--- src/rtl/axi4_lite_regfile_slave.sv ---
// rtl/axi4_lite_regfile_slave.sv - AXI4-Lite register file slave with byte strobes, status registers and error responses
module axi4_lite_regfile_slave #(
  parameter int                   ADDR_WIDTH = 32,
  parameter int                   DATA_WIDTH = 32,
  parameter int                   NUM_REGS   = 16,
  parameter logic [NUM_REGS-1:0]  RO_MASK    = '0
) (
  input  logic                           ACLK,
  input  logic                           ARESET,
  input  logic [ADDR_WIDTH-1:0]          AWADDR,
  input  logic                           AWVALID,
  output logic                           AWREADY,
  input  logic [DATA_WIDTH-1:0]          WDATA,
  input  logic [DATA_WIDTH/8-1:0]        WSTRB,
  input  logic                           WVALID,
  output logic                           WREADY,
  output logic [1:0]                     BRESP,
  output logic                           BVALID,
  input  logic                           BREADY,
  input  logic [ADDR_WIDTH-1:0]          ARADDR,
  input  logic                           ARVALID,
  output logic                           ARREADY,
  output logic [DATA_WIDTH-1:0]          RDATA,
  output logic [1:0]                     RRESP,
  output logic                           RVALID,
  input  logic                           RREADY,
  input  logic [NUM_REGS*DATA_WIDTH-1:0] hw_status_i,
  output logic [NUM_REGS*DATA_WIDTH-1:0] regs_o
);

  localparam int NSTRB    = DATA_WIDTH / 8;
  localparam int ADDR_LSB = $clog2(NSTRB);
  localparam int IDX_W    = $clog2(NUM_REGS);
  localparam logic [ADDR_WIDTH-1:0] ADDR_SPAN = ADDR_WIDTH'(NUM_REGS * NSTRB);
  localparam logic [1:0] RESP_OKAY   = 2'b00;
  localparam logic [1:0] RESP_SLVERR = 2'b10;

  typedef enum logic {W_COLLECT, W_RESP} w_state_e;
  typedef enum logic {R_ADDR, R_DATA} r_state_e;

  w_state_e                w_state_q;
  r_state_e                r_state_q;
  logic [DATA_WIDTH-1:0]   regs_q [NUM_REGS];
  logic [DATA_WIDTH-1:0]   hw_stat [NUM_REGS];

  logic                    awready_q, wready_q, bvalid_q;
  logic [1:0]              bresp_q;
  logic                    aw_held_q, w_held_q;
  logic [ADDR_WIDTH-1:0]   awaddr_q;
  logic [DATA_WIDTH-1:0]   wdata_q;
  logic [NSTRB-1:0]        wstrb_q;

  logic                    arready_q, rvalid_q;
  logic [1:0]              rresp_q;
  logic [DATA_WIDTH-1:0]   rdata_q;

  logic                    aw_hs, w_hs, commit, wr_err;
  logic [ADDR_WIDTH-1:0]   wr_addr;
  logic [DATA_WIDTH-1:0]   wr_data;
  logic [NSTRB-1:0]        wr_strb;
  logic [IDX_W-1:0]        wr_idx;
  logic                    ar_hs, rd_err;
  logic [IDX_W-1:0]        rd_idx;
  logic [DATA_WIDTH-1:0]   rd_val;

  function automatic logic addr_err(input logic [ADDR_WIDTH-1:0] a);
    return (a >= ADDR_SPAN) || (a[ADDR_LSB-1:0] != '0);
  endfunction

  for (genvar g = 0; g < NUM_REGS; g++) begin : g_flat
    assign hw_stat[g] = hw_status_i[g*DATA_WIDTH +: DATA_WIDTH];
    assign regs_o[g*DATA_WIDTH +: DATA_WIDTH] = RO_MASK[g] ? '0 : regs_q[g];
  end

  assign AWREADY = awready_q;
  assign WREADY  = wready_q;
  assign BVALID  = bvalid_q;
  assign BRESP   = bresp_q;
  assign ARREADY = arready_q;
  assign RVALID  = rvalid_q;
  assign RRESP   = rresp_q;
  assign RDATA   = rdata_q;

  // A handshake on this edge stands in for a value not yet latched.
  always_comb begin
    aw_hs   = AWVALID && awready_q;
    w_hs    = WVALID && wready_q;
    commit  = (w_state_q == W_COLLECT) && (aw_held_q || aw_hs) && (w_held_q || w_hs);
    wr_addr = aw_held_q ? awaddr_q : AWADDR;
    wr_data = w_held_q ? wdata_q : WDATA;
    wr_strb = w_held_q ? wstrb_q : WSTRB;
    wr_idx  = wr_addr[ADDR_LSB +: IDX_W];
    wr_err  = addr_err(wr_addr) || RO_MASK[wr_idx];
  end

  always_ff @(posedge ACLK) begin
    if (ARESET) begin
      w_state_q <= W_COLLECT;
      awready_q <= 1'b1;
      wready_q  <= 1'b1;
      bvalid_q  <= 1'b0;
      bresp_q   <= RESP_OKAY;
      aw_held_q <= 1'b0;
      w_held_q  <= 1'b0;
      awaddr_q  <= '0;
      wdata_q   <= '0;
      wstrb_q   <= '0;
      for (int i = 0; i < NUM_REGS; i++) regs_q[i] <= '0;
    end else begin
      case (w_state_q)
        W_COLLECT: begin
          if (commit) begin
            if (!wr_err) begin
              for (int k = 0; k < NSTRB; k++) begin
                if (wr_strb[k]) regs_q[wr_idx][8*k +: 8] <= wr_data[8*k +: 8];
              end
            end
            bresp_q   <= wr_err ? RESP_SLVERR : RESP_OKAY;
            bvalid_q  <= 1'b1;
            aw_held_q <= 1'b0;
            w_held_q  <= 1'b0;
            awready_q <= 1'b0;
            wready_q  <= 1'b0;
            w_state_q <= W_RESP;
          end else begin
            if (aw_hs) begin
              aw_held_q <= 1'b1;
              awaddr_q  <= AWADDR;
              awready_q <= 1'b0;
            end
            if (w_hs) begin
              w_held_q <= 1'b1;
              wdata_q  <= WDATA;
              wstrb_q  <= WSTRB;
              wready_q <= 1'b0;
            end
          end
        end
        W_RESP: begin
          if (BREADY) begin
            bvalid_q  <= 1'b0;
            awready_q <= 1'b1;
            wready_q  <= 1'b1;
            w_state_q <= W_COLLECT;
          end
        end
        default: w_state_q <= W_COLLECT;
      endcase
    end
  end

  // regs_q is sampled before any same-edge write lands, so a colliding read sees the old value.
  always_comb begin
    ar_hs  = ARVALID && arready_q;
    rd_idx = ARADDR[ADDR_LSB +: IDX_W];
    rd_err = addr_err(ARADDR);
    if (rd_err)                rd_val = '0;
    else if (RO_MASK[rd_idx])  rd_val = hw_stat[rd_idx];
    else                       rd_val = regs_q[rd_idx];
  end

  always_ff @(posedge ACLK) begin
    if (ARESET) begin
      r_state_q <= R_ADDR;
      arready_q <= 1'b1;
      rvalid_q  <= 1'b0;
      rresp_q   <= RESP_OKAY;
      rdata_q   <= '0;
    end else begin
      case (r_state_q)
        R_ADDR: begin
          if (ar_hs) begin
            rdata_q   <= rd_val;
            rresp_q   <= rd_err ? RESP_SLVERR : RESP_OKAY;
            rvalid_q  <= 1'b1;
            arready_q <= 1'b0;
            r_state_q <= R_DATA;
          end
        end
        R_DATA: begin
          if (RREADY) begin
            rvalid_q  <= 1'b0;
            arready_q <= 1'b1;
            r_state_q <= R_ADDR;
          end
        end
        default: r_state_q <= R_ADDR;
      endcase
    end
  end

endmodule

--- config.mk ---
export PLATFORM = sky130hd
export DESIGN_NAME = axi4_lite_regfile_slave
export DESIGN_NICKNAME = d
export VERILOG_FILES = /design/src/rtl/axi4_lite_regfile_slave.sv
export SDC_FILE = /design/constraint.sdc
export NUM_CORES = 1
export LEC_CHECK = 0
export ABC_AREA = 1
export CAP_MARGIN = 20
export CORE_AREA = 2 2 456 458
export DETAILED_ROUTE_END_ITERATION = 16
export DIE_AREA = 0 0 458 460
export DONT_BUFFER_PORTS = 1
export PLACE_DENSITY_LB_ADDON = 0.05
export SLEW_MARGIN = 20
export SYNTH_ARGS = -nofsm -noshare
export SYNTH_HDL_FRONTEND = slang
export SYNTH_SLANG_ARGS = --single-unit
--- constraint.sdc ---
create_clock -name ACLK -period 3.21 [get_ports ACLK]
set_clock_uncertainty 0.1 [all_clocks]
set_input_delay 0.4815 -clock ACLK [delete_from_list [all_inputs] [get_ports ACLK]]
set_output_delay 0.4815 -clock ACLK [all_outputs]
set_load 0.005 [all_outputs]
# --- After elaboration in Yosys (flattened, before gate mapping) ---
# Memory sizes are Yosys's and may differ from the RTL's.
# Index checks and enable logic that the tools add are counted.
# Widths: inputs -> output; s select.
totals:
  ram_bits: 512
  out_inout_bits: 553
  wordCells: 125
  n_memories: 3
  reg_bits: 113
  input_bits: 619
  romBits: 32
op_classes:
  bitwise: 4
  eq_ne: 6
  magnitude_cmp: 5
  muxes: 67
  n_reduce_logical: 25
mem_list:
  columns: ["memory", "words", "width", "rd", "rd_clocked_by_memory_dff", "wr", "line_no", "rtl"]
  rows:
  - ["regs_q", 16, 32, 17, 0, 16, "43", "logic [DATA_WIDTH-1:0] regs_q [NUM_REGS];"]
  - ["(name not given)", 16, 1, 1, 0, 0, "158", "else if (RO_MASK[rd_idx]) rd_val = hw_stat[rd_idx];"]
  - ["(name not given)", 16, 1, 1, 0, 0, "93", "wr_err = addr_err(wr_addr) || RO_MASK[wr_idx];"]
ops:
  columns: ["op", "n"]
  rows:
  - ["$mux 32", 7]
  - ["$bmux 32 s4", 1]
  - ["$ge 32x7->1 const B", 2]
  - ["$mux 1", 47]
  - ["$reduce_or 32->1", 1]
  - ["$reduce_and 2->1", 8]
  - ["$pmux 1 s2", 7]
  - ["$mux 4", 3]
  - ["$lt 4x5->1 const B", 2]
  - ["$ne 2x2->1 const B", 4]
  - ["$reduce_bool 2->1", 4]
  - ["$ne 3x3->1 const B", 2]
  - ["$reduce_and 3->1", 2]
  - ["$ge 5x5->1 const B", 1]
  - ["$logic_and 1x1->1", 5]
  - ["$logic_or 1x1->1", 5]
  - ["$not 4->5", 1]
  - ["$mux 2", 2]
  - ["$not 1->1", 3]

# --- Logic depth before layout (Yosys ltp) ---
depth:
  depth_word: 11
  ltp_mapped: 11
  mapped_depth_nobuf: 8

# --- Worst setup path after synthesis ---
# Ideal clock, no wire load.
synth_path:
  kind: "input -> register"
  start: "in ARESET"
  end: "mem regs_q[11][0] (enable)"
  t_arrival_ns: 1.973
  required_ns: 2.781
  setup_ns: 0.329
  path_slack_ns: 0.808
  cell_stages: 7
  n_path_buf: 2
  path_cell_list: "clkbuf_1 > inv_2 > nand4_4 > a21oi_4 > buf_12 > nand4_4 > nand2_1"
synth_rtl:
  columns: ["item", "line_no", "rtl"]
  rows:
  - ["from (decl)", "9", "input logic ARESET,"]
  - ["to (decl)", "43", null]

==> summary.txt <==
Worst hold path
  • HP Class: in2reg
  • Hold Path Cell Cnt: 4
  • Hold EP: RDATA[14]
  • Worst hold start: ARADDR[4]

CTS
  • Clock-pin transition on the worst setup and hold timing paths: 60 ps
  • Root buffer selected by CTS: clkbuf_16
  • Hold_buf cts: 79
  • TritonCTS clock tree: yes
  • Worst skew pair latency: 730 ps
  • Max clock buf depth: 3
  • Post-CTS Setup Repair Bufs: 0
  • Num CTS Buffers: 90
  • CTS resizes: 0
  • # H-tree levels: 3
  • CTS sink count: 623

Synth
  • Synth area leader: edfxtp_1
  • Syn Inst Count: 2936
  • Most common flop cell mapped by yosys: edfxtp_1
  • Unique masters post-synth: 33
  • Yosys reg bits: 623
  • FFs w/ async S/R, synth: 0%
  • Yosys warnings: 0
  • Post-Syn Area per Cell: 9.673 um2
  • Top post-synthesis cells by area: edfxtp_1 (54%), nor2_1 (9.2%), nand2_1 (8.8%)
  • Mapped Area: 0.02840 mm2
  • Post-synthesis sequential area ratio: 61.96%
  • Post-synth EDFFs: 512
  • Synth top area share: 54.14%

Global route
  • Global Route Usage Sum: 16.49%
  • Via count of the first global-routing pass: 23190
  • M2 GR Usage: 24.53%
  • Met3 GRT Util: 10.57%
  • Met1 usage: 19.72%
  • Largest net degree at the start of global routing: 258
  • Global route overflow: 0
  • Antenna violations before repair: 10
  • First-pass GRT wire length: 232300 um
  • GR peak layer: met2

Detailed routing
  • Initial DRC count: 1548
  • DRC Markers: 0
  • Antenna viol nets, final: 0
  • Routed vias/inst: 3.909
  • DRT Wirelength: 178300 um
  • DR vias: 22780
  • Drt first pass iters: 7
  • Wirelength per Cell: 30.60 um

STA
  • Final period utilization: 87.06%
  • RSZ-0062 raised after global routing: false
  • Final setup viols: 0
  • F_max: 357.8 MHz
  • Final hold violation count: 0
  • Final Critical Period: 2794 ps
  • Worst-Margin Slew: 1517 ps
  • Sum of negative setup slack: 0 ps
  • Max-slew violation count: 23
  • Relative slew slack: -1.153%

Power and ir drop
  • Leak: 13.48 nW
  • Max VDD drop: 387.3 uV
  • Total power: 22.11 mW
  • Pwr dens: 613.1 mW/mm2

Die
  • IO Pins: 1172
  • Initial Util: 13.78%
  • Width of the die: 458 um
  • # rows: 167
  • Die ar.: 0.2107 mm2
  • Die Span Y: 460 um
  • Core area: 0.2060 mm2

Placed design
  • Hpwl dp: 132000 um
  • RePlAce Congestion: 0.7841
  • Buffers on Ports: 0
  • # placed instances: 5575

Flow run
  • Max-Cap Viols: 0

Worst setup path
  • CP Launch Type: register
  • Critical path arrival: 3050 ps
  • Crit Path Category: reg2reg
  • Critical Path Start: aw_held_q
  • Data required, critical path: 3470 ps
  • Cells on worst reg2reg path: 8
  • Worst reg2reg startpoint: aw_held_q
  • Max FO, Critical Path: 9
  • Setup crit end kind: register
  • Critical R2R Capture: regs_q[4][19]
  • R2r setup slk: 420 ps

Finish
  • Fraction of layout cells with a size suffix above 1: 12.38%
  • Fill cells: 22810
  • Fin util: 17.50%
  • Non-Filler Instances: 5827
  • Nets@finish: 3661
  • Area Overhead vs Synth: 26.99%

Run status
  • Run status: complete, but fails checks
  • Failing checks: slew limit
## placed cells by master (no fill, tap or decap), drive strengths merged, types with 4 or more instances in the layout
cell	Yosys	layout
nor2	720	720
nand2	668	668
edfxtp	512	512
nand3	486	486
buf	37	135
clkbuf	162	122
dfxtp	111	111
dlygate4sd3	0	77
o21ai	71	71
nand4	66	66
a21oi	38	38
clkinv	1	35
mux2i	32	32
inv	21	26
diode	0	6
bufinv	0	5
nor3	4	4
## synth_stat cells, types with 3 or more instances
cell and n:
a21oi_1 34, a21oi_4 3, buf_1 12, buf_2 5, buf_4 10, buf_6 9, clkbuf_1 162, dfxtp_1 111
edfxtp_1 512, inv_1 14, inv_2 6, mux2i_1 32, nand2_1 666, nand3_1 486, nand4_1 11, nand4_2 8
nand4_4 47, nor2_1 698, nor2_2 22, nor3_1 4, o21ai_0 70
## metrics by stage
step	setup slack [ps]	hold WS, ps	cell area (um2)
4_1_cts	358.8	4.549	36050
6_report	415.5	90.57	36060
2_1_floorplan	807.9	346.9	28400
5_1_grt	199.6	38.55	36050
3_5_place_dp	385.9	369.9	32370
3_3_place_gp	384.9	364.9	32370
## worst max path at each step
stage,to
after CTS,regs_q[11][30]
after global placement,regs_q[11][26]
after detailed placement,regs_q[11][24]
after global routing,awaddr_q[17]
final,regs_q[4][19]
after floorplan,regs_q[11][0]
## sequential cells by signal (all words and copies together) (netlist names), 4 cells and up
signal and count:
wstrb_q 4, awaddr_q 32, wdata_q 32, RDATA 32, regs_q 512
## worst max-delay path, cell delays in order, from the launching register on
cell and delay [ps]:
dfxtp_1 370, buf_4 190, nand2_1 60, nand2_1 190, nand2_1 190, nor2_2 430, buf_4 240, nand4_4 260
nand2_1 390
## cells by family after synthesis
logic type / Yosys count / share of synthesized area (%)
other: 1 / 0.01320
flip-flops: 623 / 61.96
AND/OR/NAND/NOR: 1945 / 31.33
buffers and inverters: 221 / 3.379
multiplexers: 32 / 1.128
AO/OA/AOI/OAI: 114 / 2.185
## cell type report
class / instances / area, um2 / share of cell area, %
inverters: 22 / 100.1 / 0.2776
multi-input cells: 2093 / 9987 / 27.69
repair buffers: 212 / 2117 / 5.871
well taps: 2704 / 3383 / 9.382
clock inverters: 45 / 372.9 / 1.034
flip-flops and latches: 623 / 17600 / 48.81
clock buffers: 122 / 2486 / 6.894
diodes: 6 / 15.01 / 0.04163
## per-layer routing
metal  vias to the layer above  wire length (um)
met3                       141             26230
li1                      10250                 -
met4                         0              3336
met1                     11440             73660
met2                       943             75100
met5                         -                 0
## where the power goes
group | leakage [nW] | switching, mW | internal, mW
Clock | 1.40 | 4.16 | 5.81
Combinational | 5.88 | 1.85 | 0.665
Sequential | 6.19 | 0.522 | 9.10
Note: power is estimated with default switching activity, not from simulation.
